`src/rtl/raster_scanner_if.sv`:
```
// Bounding-box in / pixel-coordinate out bundle for the raster scanner.
interface raster_scanner_if;
    localparam int unsigned COORD_W = 16;

    // Upstream: bounding box handshake
    logic               nd;
    logic               us_rfd;
    logic [COORD_W-1:0] min_x;
    logic [COORD_W-1:0] min_y;
    logic [COORD_W-1:0] max_x;
    logic [COORD_W-1:0] max_y;

    // Downstream: pixel stream handshake
    logic               ds_rfd;
    logic               rdy;
    logic [COORD_W-1:0] p_x;
    logic [COORD_W-1:0] p_y;
    logic               last;
    logic               done;

    // Box producer / pixel consumer side
    modport master (
        output nd, min_x, min_y, max_x, max_y, ds_rfd,
        input  us_rfd, rdy, p_x, p_y, last, done
    );

    // Scanner side
    modport slave (
        input  nd, min_x, min_y, max_x, max_y, ds_rfd,
        output us_rfd, rdy, p_x, p_y, last, done
    );
endinterface

```
`src/rtl/raster_scanner.sv`:
```
// Raster scanner: walks every pixel of an inclusive bounding box in
// row-major order, one pixel per downstream transfer, then pulses done.
module raster_scanner (
    input  logic           clk,
    input  logic           rst,
    raster_scanner_if.slave bus
);
    localparam int unsigned COORD_W = 16;

    typedef enum logic [1:0] {
        IDLE = 2'd0,
        SCAN = 2'd1,
        FIN  = 2'd2
    } state_t;

    state_t state_q, state_d;

    // Latched box bounds (min_y only seeds the row counter, so it is not kept)
    logic [COORD_W-1:0] min_x_q, min_x_d;
    logic [COORD_W-1:0] max_x_q, max_x_d;
    logic [COORD_W-1:0] max_y_q, max_y_d;

    // Registered outputs
    logic [COORD_W-1:0] p_x_q, p_x_d;
    logic [COORD_W-1:0] p_y_q, p_y_d;
    logic               rdy_q, rdy_d;
    logic               last_q, last_d;
    logic               done_q, done_d;
    logic               us_rfd_q, us_rfd_d;

    // Combinational helpers
    logic               accept_c;
    logic               xfer_c;
    logic               degen_c;
    logic               row_end_c;
    logic               box_end_c;
    logic               first_last_c;
    logic [COORD_W-1:0] p_x_inc_c;
    logic [COORD_W-1:0] p_y_inc_c;

    // Handshake qualifiers and pre-increment end detection
    assign accept_c     = bus.nd & us_rfd_q;
    assign xfer_c       = rdy_q & bus.ds_rfd;
    assign degen_c      = (bus.max_x < bus.min_x) || (bus.max_y < bus.min_y);
    assign first_last_c = (bus.min_x == bus.max_x) && (bus.min_y == bus.max_y);
    assign row_end_c    = (p_x_q == max_x_q);
    assign box_end_c    = row_end_c && (p_y_q == max_y_q);
    assign p_x_inc_c    = p_x_q + COORD_W'(1);
    assign p_y_inc_c    = p_y_q + COORD_W'(1);

    // Next-state and next-output logic
    always_comb begin
        state_d  = state_q;
        min_x_d  = min_x_q;
        max_x_d  = max_x_q;
        max_y_d  = max_y_q;
        p_x_d    = p_x_q;
        p_y_d    = p_y_q;
        rdy_d    = rdy_q;
        last_d   = last_q;
        done_d   = 1'b0;
        us_rfd_d = 1'b0;

        case (state_q)
            IDLE: begin
                if (accept_c) begin
                    min_x_d = bus.min_x;
                    max_x_d = bus.max_x;
                    max_y_d = bus.max_y;
                    if (degen_c) begin
                        state_d = FIN;
                    end else begin
                        state_d = SCAN;
                        p_x_d   = bus.min_x;
                        p_y_d   = bus.min_y;
                        rdy_d   = 1'b1;
                        last_d  = first_last_c;
                    end
                end
            end

            SCAN: begin
                // Counters only move on a transfer; a stall holds everything
                if (xfer_c) begin
                    if (box_end_c) begin
                        state_d = FIN;
                        rdy_d   = 1'b0;
                        last_d  = 1'b0;
                    end else if (row_end_c) begin
                        p_x_d  = min_x_q;
                        p_y_d  = p_y_inc_c;
                        last_d = (min_x_q == max_x_q) && (p_y_inc_c == max_y_q);
                    end else begin
                        p_x_d  = p_x_inc_c;
                        last_d = (p_x_inc_c == max_x_q) && (p_y_q == max_y_q);
                    end
                end
            end

            FIN: begin
                state_d = IDLE;
            end

            default: begin
                state_d = IDLE;
                rdy_d   = 1'b0;
                last_d  = 1'b0;
            end
        endcase

        // done is the registered image of FIN, so it rises as IDLE is re-entered
        done_d   = (state_q == FIN);
        us_rfd_d = (state_d == IDLE);
    end

    // State and output registers
    always_ff @(posedge clk) begin
        if (rst) begin
            state_q  <= IDLE;
            min_x_q  <= '0;
            max_x_q  <= '0;
            max_y_q  <= '0;
            p_x_q    <= '0;
            p_y_q    <= '0;
            rdy_q    <= 1'b0;
            last_q   <= 1'b0;
            done_q   <= 1'b0;
            us_rfd_q <= 1'b1;
        end else begin
            state_q  <= state_d;
            min_x_q  <= min_x_d;
            max_x_q  <= max_x_d;
            max_y_q  <= max_y_d;
            p_x_q    <= p_x_d;
            p_y_q    <= p_y_d;
            rdy_q    <= rdy_d;
            last_q   <= last_d;
            done_q   <= done_d;
            us_rfd_q <= us_rfd_d;
        end
    end

    assign bus.us_rfd = us_rfd_q;
    assign bus.rdy    = rdy_q;
    assign bus.p_x    = p_x_q;
    assign bus.p_y    = p_y_q;
    assign bus.last   = last_q;
    assign bus.done   = done_q;
endmodule

```
`src/flat_wrapper.sv`:
```
// flat-port wrapper written by rule: the top's interface ports become plain ports
module raster_scanner_flat 
  (clk, rst, bus_nd, bus_min_x, bus_min_y, bus_max_x, bus_max_y, bus_ds_rfd, bus_us_rfd, bus_rdy, bus_p_x, bus_p_y, bus_last, bus_done);
  raster_scanner_if bus_i ();
  input  logic clk;
  input  logic rst;
  input wire logic [$bits(bus_i.nd)-1:0] bus_nd;
  input wire logic [$bits(bus_i.min_x)-1:0] bus_min_x;
  input wire logic [$bits(bus_i.min_y)-1:0] bus_min_y;
  input wire logic [$bits(bus_i.max_x)-1:0] bus_max_x;
  input wire logic [$bits(bus_i.max_y)-1:0] bus_max_y;
  input wire logic [$bits(bus_i.ds_rfd)-1:0] bus_ds_rfd;
  output wire logic [$bits(bus_i.us_rfd)-1:0] bus_us_rfd;
  output wire logic [$bits(bus_i.rdy)-1:0] bus_rdy;
  output wire logic [$bits(bus_i.p_x)-1:0] bus_p_x;
  output wire logic [$bits(bus_i.p_y)-1:0] bus_p_y;
  output wire logic [$bits(bus_i.last)-1:0] bus_last;
  output wire logic [$bits(bus_i.done)-1:0] bus_done;
  assign bus_i.nd = bus_nd;
  assign bus_i.min_x = bus_min_x;
  assign bus_i.min_y = bus_min_y;
  assign bus_i.max_x = bus_max_x;
  assign bus_i.max_y = bus_max_y;
  assign bus_i.ds_rfd = bus_ds_rfd;
  assign bus_us_rfd = bus_i.us_rfd;
  assign bus_rdy = bus_i.rdy;
  assign bus_p_x = bus_i.p_x;
  assign bus_p_y = bus_i.p_y;
  assign bus_last = bus_i.last;
  assign bus_done = bus_i.done;
  raster_scanner u_core (.clk(clk), .rst(rst), .bus(bus_i));
endmodule
```
`config.mk`:
```
export PLATFORM = sky130hd
export DESIGN_NAME = raster_scanner_flat
export DESIGN_NICKNAME = d
export VERILOG_FILES = /design/src/rtl/raster_scanner_if.sv /design/src/rtl/raster_scanner.sv /design/src/flat_wrapper.sv
export SDC_FILE = /design/constraint.sdc
export NUM_CORES = 1
export LEC_CHECK = 0
export CELL_PAD_IN_SITES_DETAIL_PLACEMENT = 0
export CELL_PAD_IN_SITES_GLOBAL_PLACEMENT = 1
export CORE_MARGIN = 4
export CORE_UTILIZATION = 44
export CTS_BUF_LIST = sky130_fd_sc_hd__clkbuf_2
export DETAILED_ROUTE_END_ITERATION = 10
export GPL_TIMING_DRIVEN = 0
export PLACE_DENSITY = 0.91
export SYNTH_ARGS = -nofsm -noshare
export SYNTH_HDL_FRONTEND = slang
export SYNTH_SLANG_ARGS = --single-unit
```
`constraint.sdc`:
```
create_clock -name clk -period 6.1 [get_ports clk]
set_clock_uncertainty 0.05 [all_clocks]
set_input_delay 1.22 -clock clk [delete_from_list [all_inputs] [get_ports clk]]
set_output_delay 1.22 -clock clk [all_outputs]
set_load 0.05 [all_outputs]
```
==> metrics.log <==
INFO  metric hold_depth = 2
INFO  metric top_level_ports = approximately 100
INFO  metric final_area = about 7600 um2
INFO  metric initial_utilization = 0.450
INFO  metric clock.fmax = ~240 MHz
INFO  metric seq_power_share = 0.451
INFO  metric netSwitchingFraction = 0.403
INFO  metric routabilityCongestion = 0.940
INFO  metric post_cts_hold_buffer_count = 0
INFO  metric mappedNetlistNets = ~930
INFO  metric whs = 0.440 ns
INFO  metric dieHeight = 127 um
INFO  metric synth_top_cells_by_area = dfxtp_1 27%, a21oi_1 8.5%, xnor2_1 7.4%
INFO  metric maxCapViolCount = 0
INFO  metric portBuffers = 103
INFO  metric netlist_area = roughly 6300 um2
INFO  metric report.final.hold_viol_count = 0
INFO  metric layout-drive-gt1-share = 0.0475
INFO  metric initialDrtViolationCount = 760
INFO  metric power.share.combinational = 0.360
INFO  metric cp_data_required_time = between 6 and 7 ns
INFO  metric worst_ep_arrival_time = 4.61 ns
INFO  metric place.detailed.hpwl = about 18000 um
INFO  metric fin_tns_setup = 0 ns
INFO  metric num_vias = between 6000 and 7000
INFO  metric post_drt_wl_per_cell = 19.5 um
INFO  metric synth_top_area_share = 0.275
INFO  metric cts_root_buf = clkbuf_2
INFO  metric synth.lib_cells_used.distinct = 66
INFO  metric worst_setup_path_start_kind = input port
INFO  metric share_clk_of_total_power = 0.190
INFO  metric yosys_warnings = 0
INFO  metric ys_dominant_reg_cell = dfxtp_1
INFO  metric final_net_count = 1046
INFO  metric floorplan.die.width = approximately 130 um
INFO  metric rr_worst_depth = 9
INFO  metric post_synth_inst_count = 830
INFO  metric post_cts_resize_count = 0
INFO  metric first_pass_iteration_count_of_the_detailed_router = 5
INFO  metric cts_inserted_buffers = 9
INFO  metric slew_headroom = 0.147
INFO  metric rows = 43
INFO  metric post-route-drc-count = 0
INFO  metric grt_pass1_wl = 33200 um
INFO  metric cts_max_level = 3
INFO  metric synth-seq-area-share = 0.275
INFO  metric gr-total-overflow = 0
INFO  metric powerDensity = 192 nW/um2
INFO  metric crit_fanout = 10
INFO  metric synth_enable_flop_cells = 0
INFO  metric grt_pass1_vias = approximately 5800
INFO  metric clock_tree_from_tritoncts = yes
INFO  metric cts_num_sinks = 86
INFO  metric clk_transition_reported_paths = roughly 0.28 ns
INFO  metric share_of_synthesized_flip_flops_with_an_asynchronous_set_or_reset = 0
INFO  metric rsz0062_at_grt = false
INFO  metric syn_to_final_growth = 21.5%
INFO  metric worstMarginPinSlew = ~1.3 ns
INFO  metric period_needed = approximately 4.1 ns
INFO  metric end_kind = flop
INFO  metric drt-total-wl = roughly 22000 um
INFO  metric antenna_found_initial = 1
INFO  metric ffs_latches_synth = 86
INFO  metric gr-usage-all-layers = 0.265
INFO  metric fp.dieArea = 16200 um2
INFO  metric postSynthAreaPerCell = around 7.6 um2
INFO  metric power.static_leakage = 2.85 nW
INFO  metric hp-class = flop to flop
INFO  metric timing.final.crit_share = 0.670
INFO  metric worst_ir_drop_vdd = 0.0000902 V
INFO  metric intPower = between 0.0008 and 0.0009 W
INFO  metric placed_cell_area = about 7500 um2
INFO  metric core = about 14000 um2
INFO  metric setup_viol = 0
INFO  metric layout.core_utilization = 0.546
INFO  metric clock_insertion_delay_worst_skew = 0.65 ns
INFO  metric post-cts-setup-buffer-count = 0
INFO  metric slew_violations = 0
INFO  metric net-switching-power = 0.000591 W
INFO  metric worstSetupPathType = input port to flop
INFO  metric status = completed
INFO  metric routed_via_density = around 5.8
INFO  metric grt_max_degree = 15
INFO  metric residual_antenna_violating_net_count_after_detailed_routing = 0
INFO  metric max-clock-path-buffers = 2
INFO  metric netlist.top_cell.by_area = dfxtp_1
## logic make-up after synthesis
logic type | synth area share
AO/OA/AOI/OAI | 0.215
XOR/XNOR | 0.117
AND/OR/NAND/NOR | 0.241
adder cells (fa/ha/maj) | 0.0679
flip-flops | 0.275
buffers and inverters | 0.0675
multiplexers | 0.0168
## per-stage QoR
step	power [W]	setup WS, ns	cells
4_1_cts	0.00146	2.13	1128
6_report	0.00146	2.01	1129
2_1_floorplan	0.000995	2.74	830
3_3_place_gp	0.00118	1.41	1113
5_1_grt	0.00153	1.90	1129
3_5_place_dp	0.00119	1.45	1113
## layout by cell type, fill, tap and decap left out, drive strengths merged, types with 4 or more instances in the layout
cell type,n
clkdlybuf4s50,103
dfxtp,86
xor2,27
ha,34
a211oi,4
nor2b,15
nand4,19
nand3,32
a311oi,14
nor4,14
nand2b,9
nor3,14
nor3b,6
mux2i,6
a21o,7
and2,6
and4,11
o21ai,40
xnor2,55
o21a,4
a31oi,9
inv,42
buf,16
mux2,4
a21oi,108
nand2,119
o2111ai,4
and3,13
clkinv,4
clkbuf,52
nor2,28
## critical path: stages
cell and delay, ns:
clkdlybuf4s50_1 0.57, inv_1 0.07, ha_1 0.30, and4_1 0.25, nand4_1 0.18, a21o_1 0.21, and3_1 0.18, o31ai_1 0.81
buf_2 0.37, a21oi_1 0.09, a311oi_1 0.35
## path summary, 6_finish.rpt
kind / from / end / slack, ns
hold / removal: u_core.max_y_q[15] / u_core.max_y_q[15] / 0.44
setup reg to reg: u_core.max_x_q[7] / u_core.bus.last / 3.11
setup / recovery: bus_min_x[15] / u_core.bus.p_x[4] / 2.01
hold reg to reg: u_core.max_y_q[15] / u_core.max_y_q[15] / 0.44
## power groups by stage
stage | sequential, W | combinational (W) | clock, W
3_3_place_gp | 0.000667 | 0.000515 | 0
5_1_grt | 0.000664 | 0.000569 | 0.000301
2_1_floorplan | 0.000690 | 0.000305 | 0
3_5_place_dp | 0.000668 | 0.000519 | 0
6_report | 0.000660 | 0.000527 | 0.000278
4_1_cts | 0.000657 | 0.000521 | 0.000279
## flip-flops by register name, indices dropped and copies added (netlist names)
signal	flops
u_core.bus.p_x	16
u_core.bus.done	1
u_core.min_x_q	16
u_core.bus.last	1
u_core.max_x_q	16
u_core.bus.rdy	1
u_core.bus.p_y	16
u_core.max_y_q	16
u_core.state_q	2
u_core.bus.us_rfd	1
## cell type report
| class | count | area [um2] |
|---|---|---|
| fill | 1391 | 6320 |
| multi-input combinational | 644 | 4120 |
| sequential | 86 | 1720 |
| timing repair buffer | 103 | 1030 |
| buffer | 58 | 265 |
| tap | 180 | 225 |
| inverter | 42 | 158 |
| clock buffer | 10 | 50.0 |
| clock inverter | 5 | 37.5 |
| antenna | 1 | 2.50 |
## cells in the mapped netlist, drive strengths merged (4+ instances only)
cell type,number
nand4,19
nand3,32
mux2i,6
a21o,7
a311oi,14
a211oi,4
buf,16
xnor2,55
and4,11
o21ai,40
o21a,4
nand2,119
inv,42
nor3b,6
nand2b,9
and2,6
o2111ai,4
mux2,4
and3,13
dfxtp,86
a21oi,108
a31oi,9
nor3,14
nor2,28
ha,34
nor4,14
clkbuf,42
nor2b,15
xor2,27
## metal layers
layer,vias to the layer above,share of wire,GRT usage
li1,3177,-,-
met1,3043,0.47,0.416
met2,288,0.42,0.376
met3,25,0.093,0.0418
met4,0,0.012,0.0587
met5,-,0,0
Note: power is estimated with default switching activity, not from simulation.
==> RTL change 1 (same settings) <==
`COORD_W` is set to 16 in 2 places; all go to 24.
--- a/src/rtl/raster_scanner_if.sv
+++ b/src/rtl/raster_scanner_if.sv
@@ -1,6 +1,6 @@
 // Bounding-box in / pixel-coordinate out bundle for the raster scanner.
 interface raster_scanner_if;
-    localparam int unsigned COORD_W = 16;
+    localparam int unsigned COORD_W = 24;
 
     // Upstream: bounding box handshake
     logic               nd;
--- a/src/rtl/raster_scanner.sv
+++ b/src/rtl/raster_scanner.sv
@@ -5,7 +5,7 @@
     input  logic           rst,
     raster_scanner_if.slave bus
 );
-    localparam int unsigned COORD_W = 16;
+    localparam int unsigned COORD_W = 24;
 
     typedef enum logic [1:0] {
         IDLE = 2'd0,
Ports: changed (6 resized); port bits go from 104 to 152. No check against the original RTL was run, so the function may have changed too.
==> RTL change 1 against the original RTL <==
- via count rose by 51%
- worst hold slack got worse by 0.0066 ns
- sequential cell count rose by 40
- setup slack got worse by 0.78 ns
- register-to-register slack got worse by 0.48 ns
- design area rose by 48%
- total power rose by 54%
- routed wire length rose by 59%
- area after synthesis rose by 46%
- critical path type unchanged
- highest routed layer unchanged
==> RTL change 1: results (changes against the original RTL) <==
Critical path
  – CP arrival: 5.44 ns (+0.83 ns)
  – Delay of the slowest cell on the worst path: 0.62 ns (-0.19 ns)
  – Worst flop-to-flop path startpoint: u_core.bus.p_x[17]
  – Cell with the largest stage delay on the worst path: sky130_fd_sc_hd__clkbuf_1
  – Worst reg2reg setup slack: 2.63 ns (-0.48 ns)

Pwr
  – Reported leakage power: 0.00417 µW (+46%)
  – Combinational logic power: 755 µW (+43%)

Detailed routing
  – Detail-routed via count per cell: 5.85 (+1.0%)
  – Total Wirelength: 34900 µm (+59%)
  – Routed length per placed instance: 20.7 µm (+6.1%)

STA
  – Remaining max-slew budget at the tightest pin: 37.4% (+23 points)
  – Worst slack on hold paths: 0.433 ns (-0.00661 ns)

Place
  – Total of buffers placed on input and output ports: 150 (+46%)
  – Number of placed instances with taps included: 1658 (+49%)
  – Pre-CTS setup slack: 0.535 ns (-0.910 ns)
  – Placed wire-length estimate after detailed placement: 27300 µm (+55%)
  – RePlAce Congestion: 0.989 (+5.2%)

CTS
  – # H-tree levels: 4 (+1)
  – Clock net sink count: 126 (+47%)
  – Number of buffers created by CTS: 17 (+8)

GRT
  – Vias in the first global route: 9085 (+56%)
  – Maximum number of pins on one net before global-route repair: 17 (+2)
  – Global-route total usage across every layer: 28.9% (+2.4 points)

Run status
  – Result of the run: finished clean

Finish
  – Fraction of layout cells with a size suffix above 1: 5.92% (+1.2 points)
  – Filler cells: 2034 (+46%)
  – Area of the multi-input gates: 0.00588 mm² (+43%)
  – Flip-flop and latch area: 0.00252 mm² (+47%)
  – Utilization of the core after routing: 55.2% (+0.53 points)
  – Data-path buffer share of cell area in the final layout: 17.5% (+0.48 points)
  – Number of ordinary inverters in the final layout: 78 (+86%)
  – Nets: 1557 (+49%)

Floorplan
  – Area of the placeable core: 0.0204 mm² (+46%)

Logic synthesis
  – Multiplexer share of the synthesized area: 0.109% (-1.6 points)
  – Yosys cell types: 81 (+23%)
  – Proportion of synthesized chip area in sequential cells: 27.5% (+0.057 points)
  – Cell types with the largest area share after synthesis: sky130_fd_sc_hd__dfxtp_1 28%, sky130_fd_sc_hd__nand2_1 7.9%, sky130_fd_sc_hd__a21oi_1 7.8%, sky130_fd_sc_hd__ha_1 6.8%, sky130_fd_sc_hd__xnor2_1 6.3%
  – Synthesized-area fraction occupied by adder cells: 6.83% (+0.040 points)
  – Fraction of the mapped netlist area in compound gates: 21.4% (-0.091 points)
==> RTL change 1: cell types whose count changed after synthesis, sizes merged, moves of 35 or more <==
cell | unedited run | this run
nand2 | 119 | 195
nor2 | 28 | 93
a211oi | 4 | 44
dfxtp | 86 | 126
inv | 42 | 78
a21oi | 108 | 143
==> RTL change 1: how the worst min path moves through the flow <==
stage / from / endpoint / depth (start not counted)
after floorplan: u_core.max_y_q[18] / u_core.max_y_q[18] / 2
after global placement: u_core.max_y_q[5] / u_core.max_y_q[5] / 2
after detailed placement: u_core.max_y_q[5] / u_core.max_y_q[5] / 2
after CTS: u_core.max_y_q[21] / u_core.max_y_q[21] / 2
after global routing: u_core.max_y_q[5] / u_core.max_y_q[5] / 2
final: u_core.max_y_q[5] / u_core.max_y_q[5] / 2
==> RTL change 1: routing by layer <==
metal	wire, µm	GRT usage, %	part of all wire, %
met2	14700	42.5	42
met4	639	6.51	1.8
met5	0	0	0
met3	3030	5.77	8.7
met1	16500	43.3	47
==> RTL change 2 (same flow settings) <==
Without the edit above. Re-encode `state_t` (3 states) as one-hot, 3 bits wide.
--- a/src/rtl/raster_scanner.sv
+++ b/src/rtl/raster_scanner.sv
@@ -7,10 +7,10 @@
 );
     localparam int unsigned COORD_W = 16;
 
-    typedef enum logic [1:0] {
-        IDLE = 2'd0,
-        SCAN = 2'd1,
-        FIN  = 2'd2
+    typedef enum logic [2:0] {
+        IDLE = 3'b001,
+        SCAN = 3'b010,
+        FIN  = 3'b100
     } state_t;
 
     state_t state_q, state_d;
Behaviour: same outputs for any inputs over 4 cycles, from zero or initial values and one cycle with rst high; so few cycles prove little.
==> RTL change 2 against the original RTL <==
- routed wire length is 5.6% lower
- setup slack lost 0.59 ns
- total power grew 2.5%
- via count fell by 2.9%
- worst hold slack is essentially flat
- design area fell by 2.5%
- sequential power is 0.6% higher
- non-clock buffer count decreased by 5
- sequential cell count is 1 higher
- area after synthesis down 3.4%
- sequential share of layout area increased by 0.86 points
- critical endpoint is now u_core.bus.p_x[14]
- highest routed layer unchanged
==> RTL change 2: results (changes against the original RTL) <==
Critical path
  – Delay of the slowest cell on the worst path: about 0.82 ns
  – Cell with the largest stage delay on the worst path: sky130_fd_sc_hd__a22oi_1
  – Reg-to-Reg End: u_core.bus.p_x[14]
  – Worst flop-to-flop path startpoint: u_core.state_q[0]
  – CP arrival: 5.18 ns (+0.57 ns)
  – Top fanout value on the critical path: 10 (unchanged)
  – Number of cells traversed by the worst register-to-register path: 8 (-1)

Logic synthesis
  – Synth Net Count: 921 (-1.2%)
  – Ranking of synthesized cells by instance count: 141 x sky130_fd_sc_hd__nand2_1, 104 x sky130_fd_sc_hd__a21oi_1, 87 x sky130_fd_sc_hd__dfxtp_1, 57 x sky130_fd_sc_hd__nor2_1, 49 x sky130_fd_sc_hd__xnor2_1
  – Cell types with the largest area share after synthesis: sky130_fd_sc_hd__dfxtp_1 29%, sky130_fd_sc_hd__nand2_1 8.7%, sky130_fd_sc_hd__a21oi_1 8.6%, sky130_fd_sc_hd__xnor2_1 7.1%, sky130_fd_sc_hd__ha_1 7.0%
  – Proportion of synthesized chip area in sequential cells: 28.8% (+1.3 points)

CTS
  – Worst-path clk slew: 0.24 ns (-0.04 ns)
  – Clk_lat worst skew: 0.62 ns (-0.03 ns)
  – Root buf cell: sky130_fd_sc_hd__clkbuf_2

Place
  – Total of buffers placed on input and output ports: 102 (-0.97%)
  – Placed inst area: 0.00730 mm² (-3.0%)
  – Placed wire-length estimate after detailed placement: 16200 µm (-8.2%)
  – RePlAce Congestion: 0.927 (-1.4%)

GRT
  – Vias in the first global route: 5670 (-2.5%)
  – Maximum number of pins on one net before global-route repair: 16 (+1)
  – Global-route track usage on met1: 40.0% (-1.6 points)
  – First-pass GRT wire length: 31900 µm (-3.9%)
  – Met3 layer usage reported by global route: 3.71% (-0.47 points)
  – Global-route total usage across every layer: 25.8% (-0.70 points)

Worst hold path
  – Endpoint with the worst hold slack: u_core.max_y_q[10]
  – Launch instance of the worst min-delay path: u_core.max_y_q[10]

Finish
  – Fraction of layout cells with a size suffix above 1: 5.12% (+0.38 points)

Pwr
  – VDD IR-drop max: 0.0933 mV (+3.4%)

Detailed routing
  – DRC violation total after the first TritonRoute iteration: 612 (-19%)
  – Routed length per placed instance: 18.6 µm (-4.3%)
  – Via Count: 6341 (-2.9%)

Run status
  – Result of the run: finished clean

STA
  – Worst slack on hold paths: 0.440 ns (+0.000207 ns)
  – Remaining max-slew budget at the tightest pin: 31.9% (+17 points)
-- RTL change 2: cells by family (layout without fill, tap and decap cells) --
family	Yosys count	after routing	synth area share [%]
compound gates	217	217	21.7
mux	2	2	0.331
xor+xnor	83	83	12.0
other cells	0	1	0
fa+ha+maj	34	34	7.02
simple gates	301	301	23.2
flops	87	87	28.8
buf+inv	95	213	7.00
-- RTL change 2: routing by layer --
metal | vias up | wire (µm)
li1 | 3079 | -
met1 | 2989 | 10000
met2 | 257 | 8680
met3 | 16 | 1810
met4 | 0 | 245
met5 | - | 0
-- RTL change 2: final cells by class --
| cell class | count | area [µm²] |
|---|---|---|
| fillers | 1343 | 5930 |
| plain buffers | 54 | 270 |
| clock inverters | 6 | 70.1 |
| clock buffers | 10 | 50.0 |
| flip-flops and latches | 87 | 1740 |
| well taps | 176 | 220 |
| diodes | 1 | 2.50 |
| repair buffers | 102 | 1020 |
| inverters | 41 | 154 |
| multi-input cells | 637 | 3890 |
-- RTL change 2: per-stage QoR --
| step | utilization (%) | setup slack (ns) | cells | power (µW) |
|---|---|---|---|---|
| 3_3_place_gp | 54.7 | 0.880 | 1097 | 1180 |
| 4_1_cts | 55.6 | 1.48 | 1113 | 1500 |
| 5_1_grt | 55.6 | 1.30 | 1114 | 1570 |
| 2_1_floorplan | - | 2.68 | 819 | 992 |
| 3_5_place_dp | 54.7 | 0.824 | 1097 | 1180 |
| 6_report | 55.6 | 1.42 | 1114 | 1500 |
-- RTL change 2: power by group --
group	internal [µW]	total, µW	switching, µW
clock network	97.8	322	224
registers	611	664	52.8
logic	205	515	311
total	914	1500	588
-- RTL change 2: how the worst max path moves through the flow --
| stage | depth (start not counted) | endpoint |
|---|---|---|
| 3_5_place_dp | 11 | u_core.bus.p_x[14] |
| 5_1_grt | 11 | u_core.bus.p_x[0] |
| 2_1_floorplan | 10 | u_core.bus.p_x[4] |
| 6_report | 11 | u_core.bus.p_x[14] |
| 4_1_cts | 11 | u_core.bus.p_x[14] |
| 3_3_place_gp | 11 | u_core.bus.p_x[14] |
-- RTL change 2: critical path: cells and delay by family --
kind / cells / cell delay [ns]
AND/OR/NAND/NOR: 4 / 1.01
adder cells (fa/ha/maj): 1 / 0.32
buffers and inverters: 3 / 1.28
AO/OA/AOI/OAI: 3 / 1.35
